<file path="src/rtl/renkon_conv_window3.sv">
// renkon_conv_window3: 3x3 sliding-window producer for the convolution tree.
// Accepts a raster-order pixel stream, keeps two line buffers and a 3x3 shift
// window, and emits one registered window per valid (unpadded) position.
// Optional feature macro: RENKON_CONV_WINDOW_LAST_EN adds out_last, which
// marks the final window of a frame.
//
// state | meaning
// IDLE  | waiting for a start with legal sizes
// RUN   | accepting pixels, emitting windows
// DRAIN | all pixels taken, waiting for the final window handshake
module renkon_conv_window3 #(
  parameter int DWIDTH = 16,
  parameter int MAXW   = 32,
  parameter int CWIDTH = $clog2(MAXW + 1)
) (
  input  logic                     clk,
  input  logic                     rst,
  input  logic                     start,
  input  logic [CWIDTH-1:0]        img_w,
  input  logic [CWIDTH-1:0]        img_h,
  input  logic                     in_valid,
  output logic                     in_ready,
  input  logic signed [DWIDTH-1:0] pixel_in,
  output logic                     out_valid,
  input  logic                     out_ready,
  output logic signed [DWIDTH-1:0] window [9],
  output logic                     busy,
`ifdef RENKON_CONV_WINDOW_LAST_EN
  output logic                     out_last,
`endif
  output logic                     done
);

  localparam int AW = (MAXW > 1) ? $clog2(MAXW) : 1;

  typedef enum logic [1:0] {S_IDLE, S_RUN, S_DRAIN} state_t;

  state_t                     state_q, state_d;
  logic [CWIDTH-1:0]          w_q, h_q, col_q, row_q;
  logic signed [DWIDTH-1:0]   lb0_q [MAXW];
  logic signed [DWIDTH-1:0]   lb1_q [MAXW];
  logic signed [DWIDTH-1:0]   sh_q  [9];
  logic signed [DWIDTH-1:0]   sh_d  [9];
  logic signed [DWIDTH-1:0]   win_q [9];
  logic                       out_valid_q, done_q, done_d;
  logic                       sizes_ok, accept, col_last, row_last, produce, win_hs;
  logic [AW-1:0]              lb_addr;
`ifdef RENKON_CONV_WINDOW_LAST_EN
  logic                       last_q;
`endif

  assign lb_addr  = col_q[AW-1:0];
  assign sizes_ok = (img_w >= CWIDTH'(3)) && (img_w <= CWIDTH'(MAXW)) && (img_h >= CWIDTH'(3));
  assign col_last = (col_q == w_q - CWIDTH'(1));
  assign row_last = (row_q == h_q - CWIDTH'(1));
  assign win_hs   = out_valid_q && out_ready;
  assign accept   = in_valid && in_ready;
  assign produce  = accept && (row_q >= CWIDTH'(2)) && (col_q >= CWIDTH'(2));

  // Next-state and handshake control.
  always_comb begin
    state_d  = state_q;
    in_ready = 1'b0;
    done_d   = 1'b0;
    case (state_q)
      S_IDLE: begin
        if (start && sizes_ok) state_d = S_RUN;
      end
      S_RUN: begin
        in_ready = !out_valid_q || out_ready;
        if (in_valid && in_ready && col_last && row_last) state_d = S_DRAIN;
      end
      S_DRAIN: begin
        if (win_hs) begin
          done_d  = 1'b1;
          state_d = S_IDLE;
        end
      end
      default: state_d = S_IDLE;
    endcase
  end

  // State register.
  always_ff @(posedge clk) begin
    if (rst) state_q <= S_IDLE;
    else     state_q <= state_d;
  end

  // Size latches, raster counters, output valid and done pulse.
  always_ff @(posedge clk) begin
    if (rst) begin
      w_q         <= '0;
      h_q         <= '0;
      col_q       <= '0;
      row_q       <= '0;
      out_valid_q <= 1'b0;
      done_q      <= 1'b0;
    end else begin
      done_q <= done_d;
      if (state_q == S_IDLE && start && sizes_ok) begin
        w_q   <= img_w;
        h_q   <= img_h;
        col_q <= '0;
        row_q <= '0;
      end else if (accept) begin
        if (col_last) begin
          col_q <= '0;
          row_q <= row_q + CWIDTH'(1);
        end else begin
          col_q <= col_q + CWIDTH'(1);
        end
      end
      if (produce)     out_valid_q <= 1'b1;
      else if (win_hs) out_valid_q <= 1'b0;
    end
  end

  // Shifted window: columns move left, new right column from the line buffers.
  always_comb begin
    for (int r = 0; r < 3; r++) begin
      sh_d[3*r]   = sh_q[3*r+1];
      sh_d[3*r+1] = sh_q[3*r+2];
    end
    sh_d[2] = lb1_q[lb_addr];
    sh_d[5] = lb0_q[lb_addr];
    sh_d[8] = pixel_in;
  end

  // Shift window and output window registers; output only loads on a real window.
  always_ff @(posedge clk) begin
    if (rst) begin
      for (int i = 0; i < 9; i++) begin
        sh_q[i]  <= '0;
        win_q[i] <= '0;
      end
    end else begin
      if (accept)  sh_q  <= sh_d;
      if (produce) win_q <= sh_d;
    end
  end

  // Line buffers are never cleared; rows 0 and 1 always refill before use.
  always_ff @(posedge clk) begin
    if (accept) begin
      lb1_q[lb_addr] <= lb0_q[lb_addr];
      lb0_q[lb_addr] <= pixel_in;
    end
  end

`ifdef RENKON_CONV_WINDOW_LAST_EN
  // Last-window flag travels with the window it belongs to.
  always_ff @(posedge clk) begin
    if (rst)          last_q <= 1'b0;
    else if (produce) last_q <= col_last && row_last;
  end

  assign out_last = last_q;
`endif

  assign window    = win_q;
  assign out_valid = out_valid_q;
  assign busy      = (state_q != S_IDLE);
  assign done      = done_q;

endmodule

</file>
<file path="config.mk">
export PLATFORM = sky130hd
export DESIGN_NAME = renkon_conv_window3
export DESIGN_NICKNAME = d
export VERILOG_FILES = /design/src/rtl/renkon_conv_window3.sv
export SDC_FILE = /design/constraint.sdc
export NUM_CORES = 1
export LEC_CHECK = 0
export ABC_AREA = 1
export ABC_CLOCK_PERIOD_IN_PS = 3300
export CORE_MARGIN = 1.5
export CORE_UTILIZATION = 44
export DETAILED_ROUTE_END_ITERATION = 6
export PLACE_DENSITY = 0.67
export SLEW_MARGIN = 20
export SYNTH_ARGS = -nofsm -noshare
export SYNTH_HDL_FRONTEND = slang
export SYNTH_SLANG_ARGS = --single-unit
</file>
<file path="constraint.sdc">
create_clock -name clk -period 3.3 [get_ports clk]
set_input_delay 0.33 -clock clk [delete_from_list [all_inputs] [get_ports clk]]
set_output_delay 0.33 -clock clk [all_outputs]
set_load 0.02 [all_outputs]
</file>
==> impl_metrics.env, run 1 <==
export IMPL_outcome="finished clean"
export IMPL_post_drt_via_cell_ratio=5.53
export IMPL_seq_area_frac_synth_pct=70.7
export IMPL_diodes=0
export IMPL_wl_per_cell_um=21.9
export IMPL_crit_end="lb1_q[30][3]"
export IMPL_antenna_found_initial=0
export IMPL_hold_viol_final=0
export IMPL_clock_sinks=1297
export IMPL_grt_util_met1_pct=32.9
export IMPL_setup_ws_ns=0.424
export IMPL_pre_cts_slack_ns=0.474
export IMPL_io_pins=181
export IMPL_die_h_um=344
export IMPL_initial_core_util_pct=44.2
export IMPL_required_ns=3.66
export IMPL_syn_area_mm2=0.0513
export IMPL_max_stage_delay_ns=0.77
export IMPL_fin_nets=4940
export IMPL_cts_buffers=130
export IMPL_first_iter_violations=4119
export IMPL_rsz0062_at_grt="false"
export IMPL_reg2reg_to="lb1_q[30][3]"
export IMPL_yosysWarnings=0
export IMPL_num_rows=125
export IMPL_layout_common_cells="nand2_1, edfxtp_1, nand3_1"
export IMPL_postCtsSetupBuffers=0
export IMPL_min_period_over_period_pct=87.2
export IMPL_synth_cell_types=28
export IMPL_critical_path_class="flop to flop"
export IMPL_clk_insertion_delay_late_ns=0.73
export IMPL_ys_ff_latch=1297
export IMPL_finalSetupViolations=0
export IMPL_synth_cells=4723
export IMPL_fill_cells=9887
export IMPL_cts_root_buf="clkbuf_16"
export IMPL_drive_gt1_share_pct=8.30
export IMPL_core_area_mm2=0.116
export IMPL_dieArea_mm2=0.119
export IMPL_grt_use_met3_pct=3.80
export IMPL_reg2reg_slack_ns=0.42
export IMPL_fin_cells=6511
export IMPL_worst_path_max_delay_cell="inv_1"
export IMPL_vias=36008
export IMPL_grt_use_met2_pct=37.8
export IMPL_cts_hold_buf=0
export IMPL_grtUsageTotal_pct=23.8
export IMPL_setup_tns_ns=0
export IMPL_clk_pin_slew_ns=0.06
export IMPL_crit_top_cell="nand2_1"
export IMPL_cp_max_fo=64
export IMPL_powerDensity_mw_per_mm2=565
export IMPL_finClkSkew_ns=0.0301
export IMPL_grt_max_degree=130
export IMPL_critPathTopFamily="buffers and inverters"
export IMPL_final_common_cell="nand2_1"
export IMPL_drc=0
export IMPL_firstDrtPassIters=6
export IMPL_clock_fmax_mhz=348
export IMPL_slew_limit_headroom_pct=28.7
export IMPL_grt_busiest_layer="met2"
export IMPL_place_inst=6291
export IMPL_crit_buf_inv=2
export IMPL_grt_overflow=0
export IMPL_htree_levels=4
export IMPL_min_period_ns=2.88
export IMPL_worstSetupStartpointType="flop"
export IMPL_grt_pass1_vias=34300
export IMPL_end_kind="flop"
export IMPL_irDropWorstVdd_v=0.000487
export IMPL_slew_violations=0
export IMPL_cts_buffer_depth=3
export IMPL_syn_avg_cell_area_um2=10.9
export IMPL_antenna_left=0
export IMPL_gp_congestion=0.858
export IMPL_dp_hpwl_um=82500
export IMPL_worstMarginPinSlew_ns=1.07
export IMPL_place_area_mm2=0.0557
export IMPL_crit_arrival_ns=3.23
export IMPL_design_area_mm2=0.0596
export IMPL_io_buffer_count=180
export IMPL_leakage_nw=21.4
export IMPL_crit_chain="buf_12 > nand2_1 > nand3_1 > nand3_1 > nand2_1 > nand2_1 > nand2_1 > nand2_1 > and2_4 > inv_1"
export IMPL_crit_cells=10
export IMPL_cts_resized_gates=0
export IMPL_area_growth_syn_to_layout_pct=16.3
export IMPL_wl_um=142000
export IMPL_hold_ws_ns=0.105
export IMPL_min_path_type="input port to flop"
export IMPL_grt_pass1_wl_um=213000
export IMPL_cts_tree="yes"
export IMPL_drv_cap=0
export IMPL_ff2ff_path_depth=10
export IMPL_die_w_um=344
export IMPL_syn_nets=4764
## per-layer routing
layer / vias up / wire (µm)
met5: - / 0
met4: 0 / 4910
met3: 270 / 11300
met2: 1544 / 67200
met1: 17582 / 58800
li1: 16612 / -
## cells by family (layout without fill, tap and decap cells)
| group | Yosys count | count (layout) | share of synthesized area (%) |
|---|---|---|---|
| adder cells (fa/ha/maj) | 8 | 8 | 0.195 |
| buffers and inverters | 373 | 637 | 3.58 |
| flip-flops | 1297 | 1297 | 70.7 |
| AND/OR/NAND/NOR | 2646 | 2646 | 21.6 |
| AO/OA/AOI/OAI | 389 | 389 | 3.80 |
| XOR/XNOR | 10 | 10 | 0.186 |
## registers in the layout (all words and copies together), names as in the netlist, named ones only
| register | count |
|---|---|
| row_q | 6 |
| w_q | 6 |
| sh_d | 96 |
| out_valid | 1 |
| lb1_q | 512 |
| done | 1 |
| col_q | 6 |
| lb0_q | 512 |
| state_q | 2 |
| window | 144 |
| h_q | 6 |
## stage by stage
| stage | total power [mW] | utilization [%] |
|---|---|---|
| after floorplan | 19.3 | - |
| after detailed placement | 20.1 | 48.0 |
| final | 33.7 | 51.4 |
| after CTS | 33.8 | 51.4 |
| after global routing | 34.6 | 51.4 |
| after global placement | 20.0 | 48.0 |
## area by class of cell
cell class / count / area, µm² / share of cell area [%]
Clock inverter: 51 / 385 / 0.646
Clock buffer: 169 / 3550 / 5.96
Multi-Input combinational cell: 3053 / 13500 / 22.6
Timing Repair Buffer: 348 / 3790 / 6.36
Sequential cell: 1297 / 36200 / 60.8
Tap cell: 1524 / 1910 / 3.20
Inverter: 69 / 289 / 0.485
## how the worst min path moves through the flow
stage	endpoint	cells after the start	startpoint	slack [ns]
2_1_floorplan	lb0_q[0][0]	0	pixel_in[0]	0.43
3_3_place_gp	window[89]	2	sh_d[89]	0.45
3_5_place_dp	window[129]	2	sh_d[129]	0.45
4_1_cts	window[81]	2	rst	0.08
5_1_grt	window[12]	2	rst	0.11
6_report	out_valid	2	rst	0.10
## cells in the mapped netlist
master    instances  area share, %
nand3_2           2          0.039
buf_4            40           0.59
a21oi_1         223            2.2
buf_2           125            1.2
nand4_1           6          0.073
buf_8             1          0.029
a31oi_1           1          0.012
o21ai_1          21           0.21
inv_1            61           0.45
edfxtp_1       1024             60
nand3_1         805            7.9
xor2_1            5          0.085
nor3_1            6          0.059
nor2_2            2          0.024
nor2_1          194            1.4
buf_1            24           0.18
o21ai_0         144            1.4
nor2_8            1          0.039
buf_6            15           0.33
inv_6             1          0.017
nand2_1        1616             12
xnor2_1           4          0.068
dfxtp_1         273             11
and2_4           14           0.24
clkbuf_1         99           0.72
inv_2             7          0.051
ha_1              8           0.20
xor2_2            1          0.032
## where the power goes
group          internal [mW]  switching [mW]  total [mW]
Clock                   7.89            6.03        13.9
Combinational          0.511            1.33        1.84
Sequential              17.8          0.0785        17.9
Note: power is estimated with default switching activity, not from simulation.
==> inputs of run 2 (changes only) <==
- CORE_MARGIN: 1.5 -> 2
- CORE_UTILIZATION: 44 -> 40
- PLACE_DENSITY: 0.67 -> 0.62
==> run 2 against run 1 <==
First-iteration DRC count shrank 2.7%. Maximum frequency grew 0.80%. Register-to-register slack gained 0.02 ns. Combinational power is essentially flat. Hold slack lost 0.020 ns. Utilization shrank 4.4 points. Clock power grew 4%. Final area grew 0.43%. Sequential share of layout area shrank 0.26 points. Wire length grew 4.2%. Largest cell class unchanged. Largest power group unchanged.
==> impl_metrics.env, run 2 (synthesized netlist as in run 1, its figures left out) <==
export IMPL_fin_nets=4944
export IMPL_min_period_ns=2.85
export IMPL_outcome="finished clean"
export IMPL_clk_insertion_delay_late_ns=0.78
export IMPL_die_h_um=362
export IMPL_drive_gt1_share_pct=8.27
export IMPL_end_kind="flop"
export IMPL_die_w_um=362
export IMPL_worstMarginPinSlew_ns=1.05
export IMPL_grt_max_degree=152
export IMPL_htree_levels=4
export IMPL_firstDrtPassIters=6
export IMPL_vias=36087
export IMPL_grt_overflow=0
export IMPL_dp_hpwl_um=82400
export IMPL_min_period_over_period_pct=86.5
export IMPL_clock_fmax_mhz=350
export IMPL_cp_max_fo=88
export IMPL_slew_limit_headroom_pct=29.7
export IMPL_crit_top_cell="nand2_1"
export IMPL_antenna_left=0
export IMPL_required_ns=3.72
export IMPL_cts_hold_buf=0
export IMPL_worst_path_max_delay_cell="inv_1"
export IMPL_critPathTopFamily="buffers and inverters"
export IMPL_wl_um=148000
export IMPL_gp_congestion=0.822
export IMPL_cts_buffer_depth=3
export IMPL_initial_core_util_pct=40.2
export IMPL_num_rows=131
export IMPL_drc=0
export IMPL_final_common_cell="nand2_1"
export IMPL_setup_tns_ns=0
export IMPL_grt_pass1_vias=34244
export IMPL_clock_sinks=1297
export IMPL_finalSetupViolations=0
export IMPL_pre_cts_slack_ns=0.414
export IMPL_fill_cells=11312
export IMPL_post_drt_via_cell_ratio=5.41
export IMPL_leakage_nw=21.5
export IMPL_min_from="rst"
export IMPL_core_area_mm2=0.127
export IMPL_crit_buf_inv=3
export IMPL_hold_viol_final=0
export IMPL_wl_per_cell_um=22.2
export IMPL_diodes=0
export IMPL_first_iter_violations=4008
export IMPL_crit_arrival_ns=3.27
export IMPL_powerDensity_mw_per_mm2=571
export IMPL_finalPower_mw=34.2
export IMPL_finClkSkew_ns=0.0353
export IMPL_io_pins=181
export IMPL_layout_common_cells="nand2_1, edfxtp_1, nand3_1"
export IMPL_area_growth_syn_to_layout_pct=16.8
export IMPL_grt_pass1_wl_um=220000
export IMPL_grtUsageTotal_pct=22.3
export IMPL_io_buffer_count=180
export IMPL_slew_violations=0
export IMPL_worstSetupStartpointType="flop"
export IMPL_cts_buffers=133
export IMPL_cts_resized_gates=0
export IMPL_postCtsSetupBuffers=0
export IMPL_min_path_type="input port to flop"
export IMPL_dieArea_mm2=0.131
export IMPL_crit_chain="inv_16 > buf_12 > nand2_1 > nand3_1 > nand3_1 > nand2_1 > nand2_1 > nand2_1 > nand2_1 > and2_4 > inv_1"
export IMPL_cts_root_buf="clkbuf_16"
export IMPL_clk_pin_slew_ns=0.06
export IMPL_drv_cap=0
export IMPL_critical_path_class="flop to flop"
export IMPL_cts_tree="yes"
export IMPL_rsz0062_at_grt="false"
export IMPL_antenna_found_initial=2
export IMPL_setup_ws_ns=0.447
export IMPL_max_stage_delay_ns=0.70
export IMPL_irDropWorstVdd_v=0.000532
export IMPL_post_route_util_pct=47.0
run 2: cell types whose count changed in the layout (fill, tap and decap cells not counted), sizes merged:
| cell | delta |
|---|---|
| inv | -1 |
| clkinv | +8 |
| clkinvlp | -3 |
| clkdlybuf4s50 | +1 |
| clkbuf | +13 |
run 2: worst reg2reg max path: stages (launching register included):
cell     delay [ns]
dfxtp_4        0.42
inv_16         0.26
buf_12         0.35
nand2_1        0.08
nand3_1        0.07
nand3_1        0.10
nand2_1        0.10
nand2_1        0.06
nand2_1        0.10
nand2_1        0.06
and2_4         0.21
inv_1          0.71
run 2: worst paths after layout:
path,to,slack (ns),depth (start not counted)
worst min-delay path,window[22],0.08,2
worst max-delay path,lb1_q[20][0],0.45,11
worst max register to register,lb1_q[20][0],0.45,11
worst min register to register,window[34],0.46,2
run 2: metrics by stage:
stage / instance area (µm²) / cells / hold slack [ns]
after floorplan: 51300 / 4723 / 0.429
after detailed placement: 55700 / 6430 / 0.451
after global placement: 55700 / 6430 / 0.445
after global routing: 59900 / 6667 / 0.0837
after CTS: 59900 / 6667 / 0.0330
final: 59900 / 6667 / 0.0846
run 2: power breakdown:
group / switching [mW] / internal [mW] / leakage [nW]
sequential: 0.0806 / 17.8 / 11.4
clock: 6.24 / 8.21 / 2.02
combinational: 1.31 / 0.498 / 8.09
total: 7.63 / 26.5 / 21.5
run 2: cell type report:
| class | count | area (µm²) | area share (%) |
|---|---|---|---|
| well taps | 1662 | 2080 | 3.47 |
| clock buffers | 182 | 3720 | 6.22 |
| multi-input cells | 3053 | 13500 | 22.5 |
| flip-flops and latches | 1297 | 36200 | 60.5 |
| inverters | 69 | 292 | 0.487 |
| repair buffers | 349 | 3680 | 6.14 |
| clock inverters | 55 | 412 | 0.688 |
run 2: per-layer routing:
metal	share of wire (%)	wire length, µm	GRT usage, %	vias to the layer above
met5	0.0088	13	0	-
met4	3.6	5260	9.05	2
met3	7.4	11000	3.18	259
met2	46	68600	35.1	1426
met1	43	63500	31.2	17777
li1	-	-	-	16623
